`src/rtl/io_pkg.sv`:
```
// io_pkg: shared constants for the board input-conditioning stage.
//   IO_TICK_CYCLES : default sample-tick period in clocks (10 ms at 50 MHz)
//   IO_SAMPLES     : default consecutive disagreeing ticks needed to flip a level
//   IO_SW_RST      : per-bit reset level of switch paths (off)
//   IO_BTN_RST     : per-bit reset level of button paths (released, active-low)
package io_pkg;

    localparam int   IO_TICK_CYCLES = 500000;
    localparam int   IO_SAMPLES     = 3;

    localparam logic IO_SW_RST  = 1'b0;
    localparam logic IO_BTN_RST = 1'b1;

endpackage

```
`src/rtl/debounce_bit.sv`:
```
// debounce_bit: 2-FF synchroniser plus tick-sampled agreement counter for one
// raw asynchronous input.
//   i_clk    : clock, rising edge
//   i_rst    : asynchronous active-high reset
//   i_raw    : raw asynchronous input
//   i_tick   : one-cycle sample strobe shared by all bits
//   o_stable : debounced level (the stable register itself)
// The level flips only after SAMPLES consecutive ticks at which the
// synchronised input disagrees with the current stable level; any agreeing
// tick restarts qualification.
module debounce_bit
    import io_pkg::*;
#(
    parameter int   SAMPLES = IO_SAMPLES,
    parameter logic RST_VAL = IO_SW_RST
) (
    input  logic i_clk,
    input  logic i_rst,
    input  logic i_raw,
    input  logic i_tick,
    output logic o_stable
);

    localparam int            CW       = $clog2(SAMPLES);
    localparam logic [CW-1:0] CNT_LAST = CW'(SAMPLES - 1);

    logic          meta_q,   meta_d;
    logic          sync_q,   sync_d;
    logic          stable_q, stable_d;
    logic [CW-1:0] cnt_q,    cnt_d;

    always_comb begin
        meta_d   = i_raw;
        sync_d   = meta_q;
        cnt_d    = cnt_q;
        stable_d = stable_q;
        if (i_tick) begin
            if (sync_q == stable_q) begin
                cnt_d = '0;
            end else if (cnt_q == CNT_LAST) begin
                stable_d = sync_q;
                cnt_d    = '0;
            end else begin
                cnt_d = cnt_q + CW'(1);
            end
        end
    end

    always_ff @(posedge i_clk or posedge i_rst) begin
        if (i_rst) begin
            meta_q   <= RST_VAL;
            sync_q   <= RST_VAL;
            stable_q <= RST_VAL;
            cnt_q    <= '0;
        end else begin
            meta_q   <= meta_d;
            sync_q   <= sync_d;
            stable_q <= stable_d;
            cnt_q    <= cnt_d;
        end
    end

    assign o_stable = stable_q;

endmodule

```
`src/rtl/io_in_cond.sv`:
```
// io_in_cond: conditions raw board switches and active-low push-buttons for
// the core's LSU input space.
//   i_clk        : clock, rising edge
//   i_rst        : asynchronous active-high reset
//   i_sw_raw     : raw switches (asynchronous)
//   i_btn_raw    : raw buttons (asynchronous, 0 = pressed)
//   i_btn_clr    : per-bit one-cycle clear of the sticky press flag
//   o_io_sw      : debounced switches
//   o_io_btn     : debounced buttons, still active-low
//   o_btn_press  : one-cycle pulse the cycle after a debounced press (1->0)
//   o_btn_sticky : latched press flag, cleared by i_btn_clr
// Holds the shared sample-tick prescaler, the press-edge registers and the
// sticky flags; every bit is debounced by its own debounce_bit.
module io_in_cond
    import io_pkg::*;
#(
    parameter int N_SW        = 32,
    parameter int N_BTN       = 4,
    parameter int TICK_CYCLES = IO_TICK_CYCLES,
    parameter int SAMPLES     = IO_SAMPLES
) (
    input  logic             i_clk,
    input  logic             i_rst,
    input  logic [N_SW-1:0]  i_sw_raw,
    input  logic [N_BTN-1:0] i_btn_raw,
    input  logic [N_BTN-1:0] i_btn_clr,
    output logic [N_SW-1:0]  o_io_sw,
    output logic [N_BTN-1:0] o_io_btn,
    output logic [N_BTN-1:0] o_btn_press,
    output logic [N_BTN-1:0] o_btn_sticky
);

    localparam int            PW         = $clog2(TICK_CYCLES);
    localparam logic [PW-1:0] PRESC_LAST = PW'(TICK_CYCLES - 1);

    logic [PW-1:0]    presc_q, presc_d;
    logic             tick;

    logic [N_BTN-1:0] btn_stable;
    logic [N_BTN-1:0] btn_prev_q,  btn_prev_d;
    logic [N_BTN-1:0] press_q,     press_d;
    logic [N_BTN-1:0] sticky_q,    sticky_d;

    assign tick = (presc_q == PRESC_LAST);

    always_comb begin
        presc_d = tick ? '0 : presc_q + PW'(1);
    end

    for (genvar g = 0; g < N_SW; g++) begin : g_sw
        debounce_bit #(
            .SAMPLES (SAMPLES),
            .RST_VAL (IO_SW_RST)
        ) u_db (
            .i_clk    (i_clk),
            .i_rst    (i_rst),
            .i_raw    (i_sw_raw[g]),
            .i_tick   (tick),
            .o_stable (o_io_sw[g])
        );
    end

    for (genvar g = 0; g < N_BTN; g++) begin : g_btn
        debounce_bit #(
            .SAMPLES (SAMPLES),
            .RST_VAL (IO_BTN_RST)
        ) u_db (
            .i_clk    (i_clk),
            .i_rst    (i_rst),
            .i_raw    (i_btn_raw[g]),
            .i_tick   (tick),
            .o_stable (btn_stable[g])
        );
    end

    // The sticky flag is set by the pulse being formed (so it rises with
    // o_btn_press) and also by the pulse currently on o_btn_press, so a clear
    // issued while the pulse is visible loses to the set.
    always_comb begin
        btn_prev_d = btn_stable;
        press_d    = btn_prev_q & ~btn_stable;
        sticky_d   = (sticky_q & ~i_btn_clr) | press_d | press_q;
    end

    always_ff @(posedge i_clk or posedge i_rst) begin
        if (i_rst) begin
            presc_q    <= '0;
            btn_prev_q <= {N_BTN{IO_BTN_RST}};
            press_q    <= '0;
            sticky_q   <= '0;
        end else begin
            presc_q    <= presc_d;
            btn_prev_q <= btn_prev_d;
            press_q    <= press_d;
            sticky_q   <= sticky_d;
        end
    end

    assign o_io_btn     = btn_stable;
    assign o_btn_press  = press_q;
    assign o_btn_sticky = sticky_q;

endmodule

```
`config.mk`:
```
export PLATFORM = sky130hd
export DESIGN_NAME = io_in_cond
export DESIGN_NICKNAME = d
export VERILOG_FILES = /design/src/rtl/io_pkg.sv /design/src/rtl/debounce_bit.sv /design/src/rtl/io_in_cond.sv
export SDC_FILE = /design/constraint.sdc
export NUM_CORES = 1
export LEC_CHECK = 0
export BUFFER_PORTS_ARGS = -buffer_cell sky130_fd_sc_hd__buf_2
export CAP_MARGIN = 20
export CORE_ASPECT_RATIO = 2
export CORE_UTILIZATION = 40
export CTS_BUF_LIST = sky130_fd_sc_hd__clkbuf_4 sky130_fd_sc_hd__clkbuf_8
export DETAILED_ROUTE_END_ITERATION = 10
export HOLD_SLACK_MARGIN = 0.15
export PLACE_DENSITY = 0.57
export SLEW_MARGIN = 20
export SYNTH_ARGS = -nofsm -noshare
export SYNTH_HDL_FRONTEND = slang
export SYNTH_SLANG_ARGS = --single-unit
```
`constraint.sdc`:
```
create_clock -name i_clk -period 5.89 [get_ports i_clk]
set_input_delay 0.589 -clock i_clk [delete_from_list [all_inputs] [get_ports i_clk]]
set_output_delay 0.589 -clock i_clk [all_outputs]
set_load 0.01 [all_outputs]
```
Word level (Yosys, flattened, before mapping) --
Index checks and enable logic that the tools add are counted.
Cells by class: reductions and logical operators 36, bitwise logic cells 42, eq/ne operators 73, muxes and demuxes 73, $add $sub $neg 37
Operator list (count):
- 2-to-1 mux 2 bit | 72
- AND reduction 3 bit | 36
- adder 2 x 1 -> 2 bit (second input constant) | 36
- equality test 2 bit (second input constant) | 36
- equality test 1 bit | 36
- inverter 1 bit | 36
- adder 19 x 1 -> 19 bit (second input constant) | 1
- equality test 19 bit (second input constant) | 1
- 2-to-1 mux 19 bit | 1
- AND 4 bit | 2
- inverter 4 bit | 2
- OR 4 bit | 2
Word-level totals: output and inout bits 44, flip-flop bits (word level) 211, bits of input ports 42

Longest topological paths before layout --
depth in word-level cells 4, depth in mapped cells 9

By module --
Synthesis repeated with hierarchy kept, for this count alone.
Second synthesis, totals: cells, all modules 653, area total of the unflattened synthesis 8236.6 um2
By module, submodules not included:
- debounce_bit at g_sw[0].u_db ... | cells an instance 15, area each 192.7 um2, sequential area each 125.1 um2, instances 32
- io_in_cond | cells an instance 113, area each 1285.0 um2, sequential area each 780.7 um2, instances 1
- debounce_bit at g_btn[0].u_db ... | cells an instance 15, area each 196.4 um2, sequential area each 128.9 um2, instances 4

Least setup slack after synthesis --
OpenSTA, ideal clock, no wires.
kind reg2reg, start point register presc_q[0], end point register g_btn[2].u_db.cnt_q[1], slack 3.885 ns, stages on the path, launching flop included 10, period minus slack after synthesis 2.005 ns, data required time 5.815 ns, data arrival time 1.930 ns, setup time 0.075 ns, path buffers 4, cells stage by stage dfrtp_1 -> ha_1 -> and3_1 -> buf_2 -> and3_1 -> clkbuf_1 -> nand2_1 -> clkbuf_1 -> buf_2 -> o2bb2ai_2
On the way: longest elaborated chain between the ends 1
Ends and longest elaborated chain:
- from (decl) | RTL line io_in_cond.sv:36 | logic [PW-1:0] presc_q, presc_d;
- from (signal assigned) | RTL line io_in_cond.sv:92 | presc_q <= presc_d;
- equality test 19 bit | RTL line io_in_cond.sv:44 | assign tick = (presc_q == PRESC_LAST);
- to (signal assigned) | RTL line debounce_bit.sv:59 | cnt_q <= cnt_d;
- to (decl) | RTL line debounce_bit.sv:30 | logic [CW-1:0] cnt_q, cnt_d;
Every way passes these cells. A chain may end at the register's enable or synchronous reset.

Worst setup path in the final report --
start point register presc_q[0], end point register g_sw[22].u_db.cnt_q[1]
On the way: longest elaborated chain between the ends 1
Ends and longest elaborated chain (RTL line):
- equality test 19 bit | io_in_cond.sv:44
- to (signal assigned) | debounce_bit.sv:59
- to (decl) | debounce_bit.sv:30
Every way passes these cells.

==> results.md <==
Run status:
- The flow ran to the end, and the final reports show no timing, DRC or antenna violations.

Timing:
- The post-route fraction of the period consumed by the critical path is 0.544.
- The headroom to the max-slew limit is 0.374.
- The transition time of the tightest slew-check pin is 0.940 ns.
- The accumulated negative setup slack is 0 ns.
- The number of endpoints with negative hold slack in the final report is 0.
- The worst hold slack is 0.284 ns.
- The maximum clock frequency is 312 MHz.
- Setup violations remaining at the end of the flow were counted as 0.
- The final worst-path setup slack is 2.68 ns.
- The final critical-path required period is 3.21 ns.
- Setup repair after global routing left no endpoint under its margin.
- The number of max-slew violations in the final report is 0.
- Clock skew on the completed layout was measured at 0.0205 ns.

Final layout:
- The repair_antennas step left the layout with diodes totalling 0.
- The post-route non-filler standard cell count is 1038.
- The area added between synthesis and finish is 16.8%.
- The most common cell after layout, fill and taps aside is sky130_fd_sc_hd__dfrtp_1.
- The final layout contains 788 nets.
- The layout cell share with drive strength beyond 1 is 0.320.
- The library cells used most frequently in the layout, excluding fill and tap cells, are sky130_fd_sc_hd__dfrtp_1, sky130_fd_sc_hd__buf_2, sky130_fd_sc_hd__o21ai_0, sky130_fd_sc_hd__xnor2_1, sky130_fd_sc_hd__clkbuf_8.
- The filler cells instantiated in the layout total 1914.

Placement:
- The number of placed instances, taps included, is 944.
- The total half-perimeter wirelength after legalization and detailed placement is 9.91 mm.
- The routability-driven placement congestion ratio is 0.725.
- During placement, the flow inserted port buffers numbering 85.
- The setup slack at placement is 2.61 ns.

Die:
- The floorplan has 75 rows.
- The floorplan die width is 106 µm.
- For this configuration, the core starts out at a cell density of 0.411.
- The floorplan step defined a die boundary enclosing 22300 µm².
- For this design the top-level I/O count stands at 86.
- The die is 210 µm tall.
- The core region area is 21100 µm².

Detailed routing:
- The via-per-instance ratio is 5.16.
- The final layout contains routed wiring with a total length of 16.8 mm.
- The remaining design rule violation count is 0.
- The number of nets still failing antenna checks after routing is 0.
- The final routed wire length divided by cell count is 16.1 µm.
- In this run, the number of DRC markers left after iteration 0 of detailed routing was 292.
- The first TritonRoute pass finished after 4 iterations.
- The routed layout has 5355 vias.

Critical path:
- The critical path contains buffers and inverters numbering 0 combined.
- The standard cell with the maximum stage delay on the critical path is sky130_fd_sc_hd__nor2_1.
- The worst setup path is launched from a flip-flop.
- The largest single stage delay on the critical path is 1.02 ns.
- The family of cells with the greatest summed delay on the critical path is simple AND/OR/NAND/NOR gates.
- The number of cell instances on the worst register-to-register path is 5.
- The arrival time of data at the critical path endpoint is 3.66 ns.
- The critical path goes through ha_1 -> and3_1 -> nand3_2 -> nor2_1 -> mux2_2.
- The worst setup path is of the flip-flop to flip-flop kind.
- In this run the critical register-to-register path is launched from presc_q[0].
- The required time at the worst-slack endpoint is 6.34 ns.
- The setup slack of the worst register-to-register path is 2.68 ns.
- In this run the critical register-to-register path is captured at g_sw[22].u_db.cnt_q[1].
- The sort of element at the end of the critical path is a flip-flop.
- The critical-path maximum fanout is 35.

Power and ir drop:
- The ratio of total power to cell area is 277 nW/µm².
- Across the VDD grid, the largest voltage drop is 0.000159 V.
- Summing internal, switching and leakage power gives 2.81 mW.
- The static leakage is 4.57 nW.

Clocking:
- The TritonCTS clock tree is yes.
- The number of clock buffers added by TritonCTS is 31.
- The largest buffer count on any clock path is 3.
- The clock insertion delay at the later pin of the skew report is 0.58 ns.
- In this run the clock root is driven by a sky130_fd_sc_hd__clkbuf_8.
- Clock-pin slew was measured on the worst setup and hold paths at 0.07 ns.
- The total number of clock tree sinks is 211.
- The number of levels in the clock H-tree is 1.

Global route:
- Summed over all layers, the global routing overflow is 0.
- The number of antenna violations at the first check in global routing was 0.
- The via count of the first global-routing pass was 5733.
- The combined global-route utilization of all metal layers is 0.158.
- The maximum number of pins on one net before global-route repair is 139.
- The first global-routing pass estimated 28.2 mm of wire.

Synthesis:
- Synthesis produced a netlist with a net count of 695.
- Counting flops and latches in the post-synthesis netlist gives 211.
- The average instance in the mapped netlist occupies 13.3 µm².
- The prevailing post-synth register cell is sky130_fd_sc_hd__dfrtp_1.
- The post-synthesis cell type count is 39.
- The synthesized instance count is 652.
- The number of enable flip-flop cells after synthesis is 0.
- Counting flops with an async set or reset pin after synthesis yields a share of 1.00.
- The portion of the post-synthesis area used by sequential elements is 0.611.
- The cell area after synthesis is 8670 µm².
- During synthesis, Yosys emitted a total of 0 warnings.

Job:
- Across the run, the number of max-cap violations was 0.

Worst hold path:
- The startpoint identified for the worst hold timing path is i_btn_clr[2].
- The worst hold path belongs to the class input pin to flip-flop.
- The worst hold path terminates at o_btn_sticky[2].
- The number of cells on the worst hold path is 3.
==> through the flow <==
stage / cell area, µm² / util
after global routing: 10100 / 0.480
after CTS: 10100 / 0.478
after floorplan: 8670 / -
final: 10100 / 0.480
after detailed placement: 9070 / 0.429
after global placement: 9070 / 0.429
==> where the power goes <==
part | switching (mW) | internal, mW | total, mW
clock network | 0.560 | 0.686 | 1.25
registers | 0.0121 | 1.48 | 1.49
logic | 0.0393 | 0.0352 | 0.0745
==> logic make-up (layout without fill, tap and decap cells) <==
logic type	after synthesis	in the layout	synth area share
AOI/OAI and AO/OA	111	111	0.0990
xor gates and xnor gates	51	51	0.0515
adders and majority gates	1	1	0.00144
buffers and inverters	102	219	0.0633
DFF	211	211	0.611
muxes	42	42	0.0543
and+or+nand+nor	134	134	0.119
==> metal layers <==
layer	wire length, µm	GRT usage
met4	559	0.0785
met1	6840	0.183
met5	0	0
met3	626	0.0260
met2	8740	0.278
==> worst min-delay path, cell delays in order <==
cell and delay, ns:
sky130_fd_sc_hd__buf_2 0.09, sky130_fd_sc_hd__inv_1 0.04, sky130_fd_sc_hd__a211o_1 0.11
==> cell type report <==
| class | instances | area, µm² | share of cell area |
|---|---|---|---|
| timing repair buffer | 124 | 833 | 0.0823 |
| multi-input combinational | 339 | 2840 | 0.280 |
| sequential | 211 | 5300 | 0.523 |
| tap | 269 | 337 | 0.0332 |
| clock inverter | 10 | 81.3 | 0.00803 |
| clock buffer | 47 | 591 | 0.0583 |
| inverter | 38 | 146 | 0.0145 |
==> state kept, by name, summed over array words and instances, names as in the netlist <==
register and cells:
o_btn_sticky 4, g_btn.u_db.cnt_q 8, g_btn.u_db.meta_q 4, g_sw.u_db.sync_q 32, o_btn_press 4, presc_q 19
g_btn.u_db.sync_q 4, g_btn.u_db.o_stable 4, g_sw.u_db.cnt_q 64, g_sw.u_db.meta_q 32, g_sw.u_db.o_stable 32, btn_prev_q 4
==> Yosys cell counts (6+ instances only) <==
cell type / count / area, µm²
sky130_fd_sc_hd__and4_1: 23 / 201
sky130_fd_sc_hd__buf_2: 7 / 35.0
sky130_fd_sc_hd__buf_4: 36 / 270
sky130_fd_sc_hd__clkbuf_1: 15 / 56.3
sky130_fd_sc_hd__dfrtp_1: 195 / 4880
sky130_fd_sc_hd__dfstp_2: 16 / 420
sky130_fd_sc_hd__inv_1: 38 / 143
sky130_fd_sc_hd__mux2_1: 20 / 225
sky130_fd_sc_hd__mux2_2: 20 / 225
sky130_fd_sc_hd__nand2_1: 7 / 26.3
sky130_fd_sc_hd__nand3_1: 9 / 45.0
sky130_fd_sc_hd__nand4_1: 12 / 75.1
sky130_fd_sc_hd__nor2_1: 18 / 67.6
sky130_fd_sc_hd__nor3_1: 6 / 30.0
sky130_fd_sc_hd__o21ai_0: 45 / 225
sky130_fd_sc_hd__o21ai_1: 31 / 155
sky130_fd_sc_hd__o2bb2ai_2: 28 / 420
sky130_fd_sc_hd__or4_4: 28 / 315
sky130_fd_sc_hd__xnor2_1: 43 / 377
sky130_fd_sc_hd__xor2_1: 8 / 70.1
==> how the worst max path moves through the flow <==
stage | from | cells after the start | to | slack [ns]
after floorplan | i_rst | 1 | g_btn[0].u_db.cnt_q[0] | 2.57
after global placement | presc_q[0] | 5 | g_sw[22].u_db.cnt_q[0] | 2.79
after detailed placement | presc_q[5] | 4 | g_sw[22].u_db.cnt_q[1] | 2.61
after CTS | presc_q[5] | 4 | g_sw[22].u_db.cnt_q[1] | 2.62
after global routing | presc_q[0] | 5 | g_sw[22].u_db.cnt_q[1] | 2.49
final | presc_q[0] | 5 | g_sw[22].u_db.cnt_q[1] | 2.68
==> repair_timing <==
action / CTS / global route
setup buffers: 0 / 0
hold buffers: 36 / 0
endpoints found under the hold margin: 36 / 0
gates resized for setup: 0 / 0
Note: power is estimated with default switching activity, not from simulation.
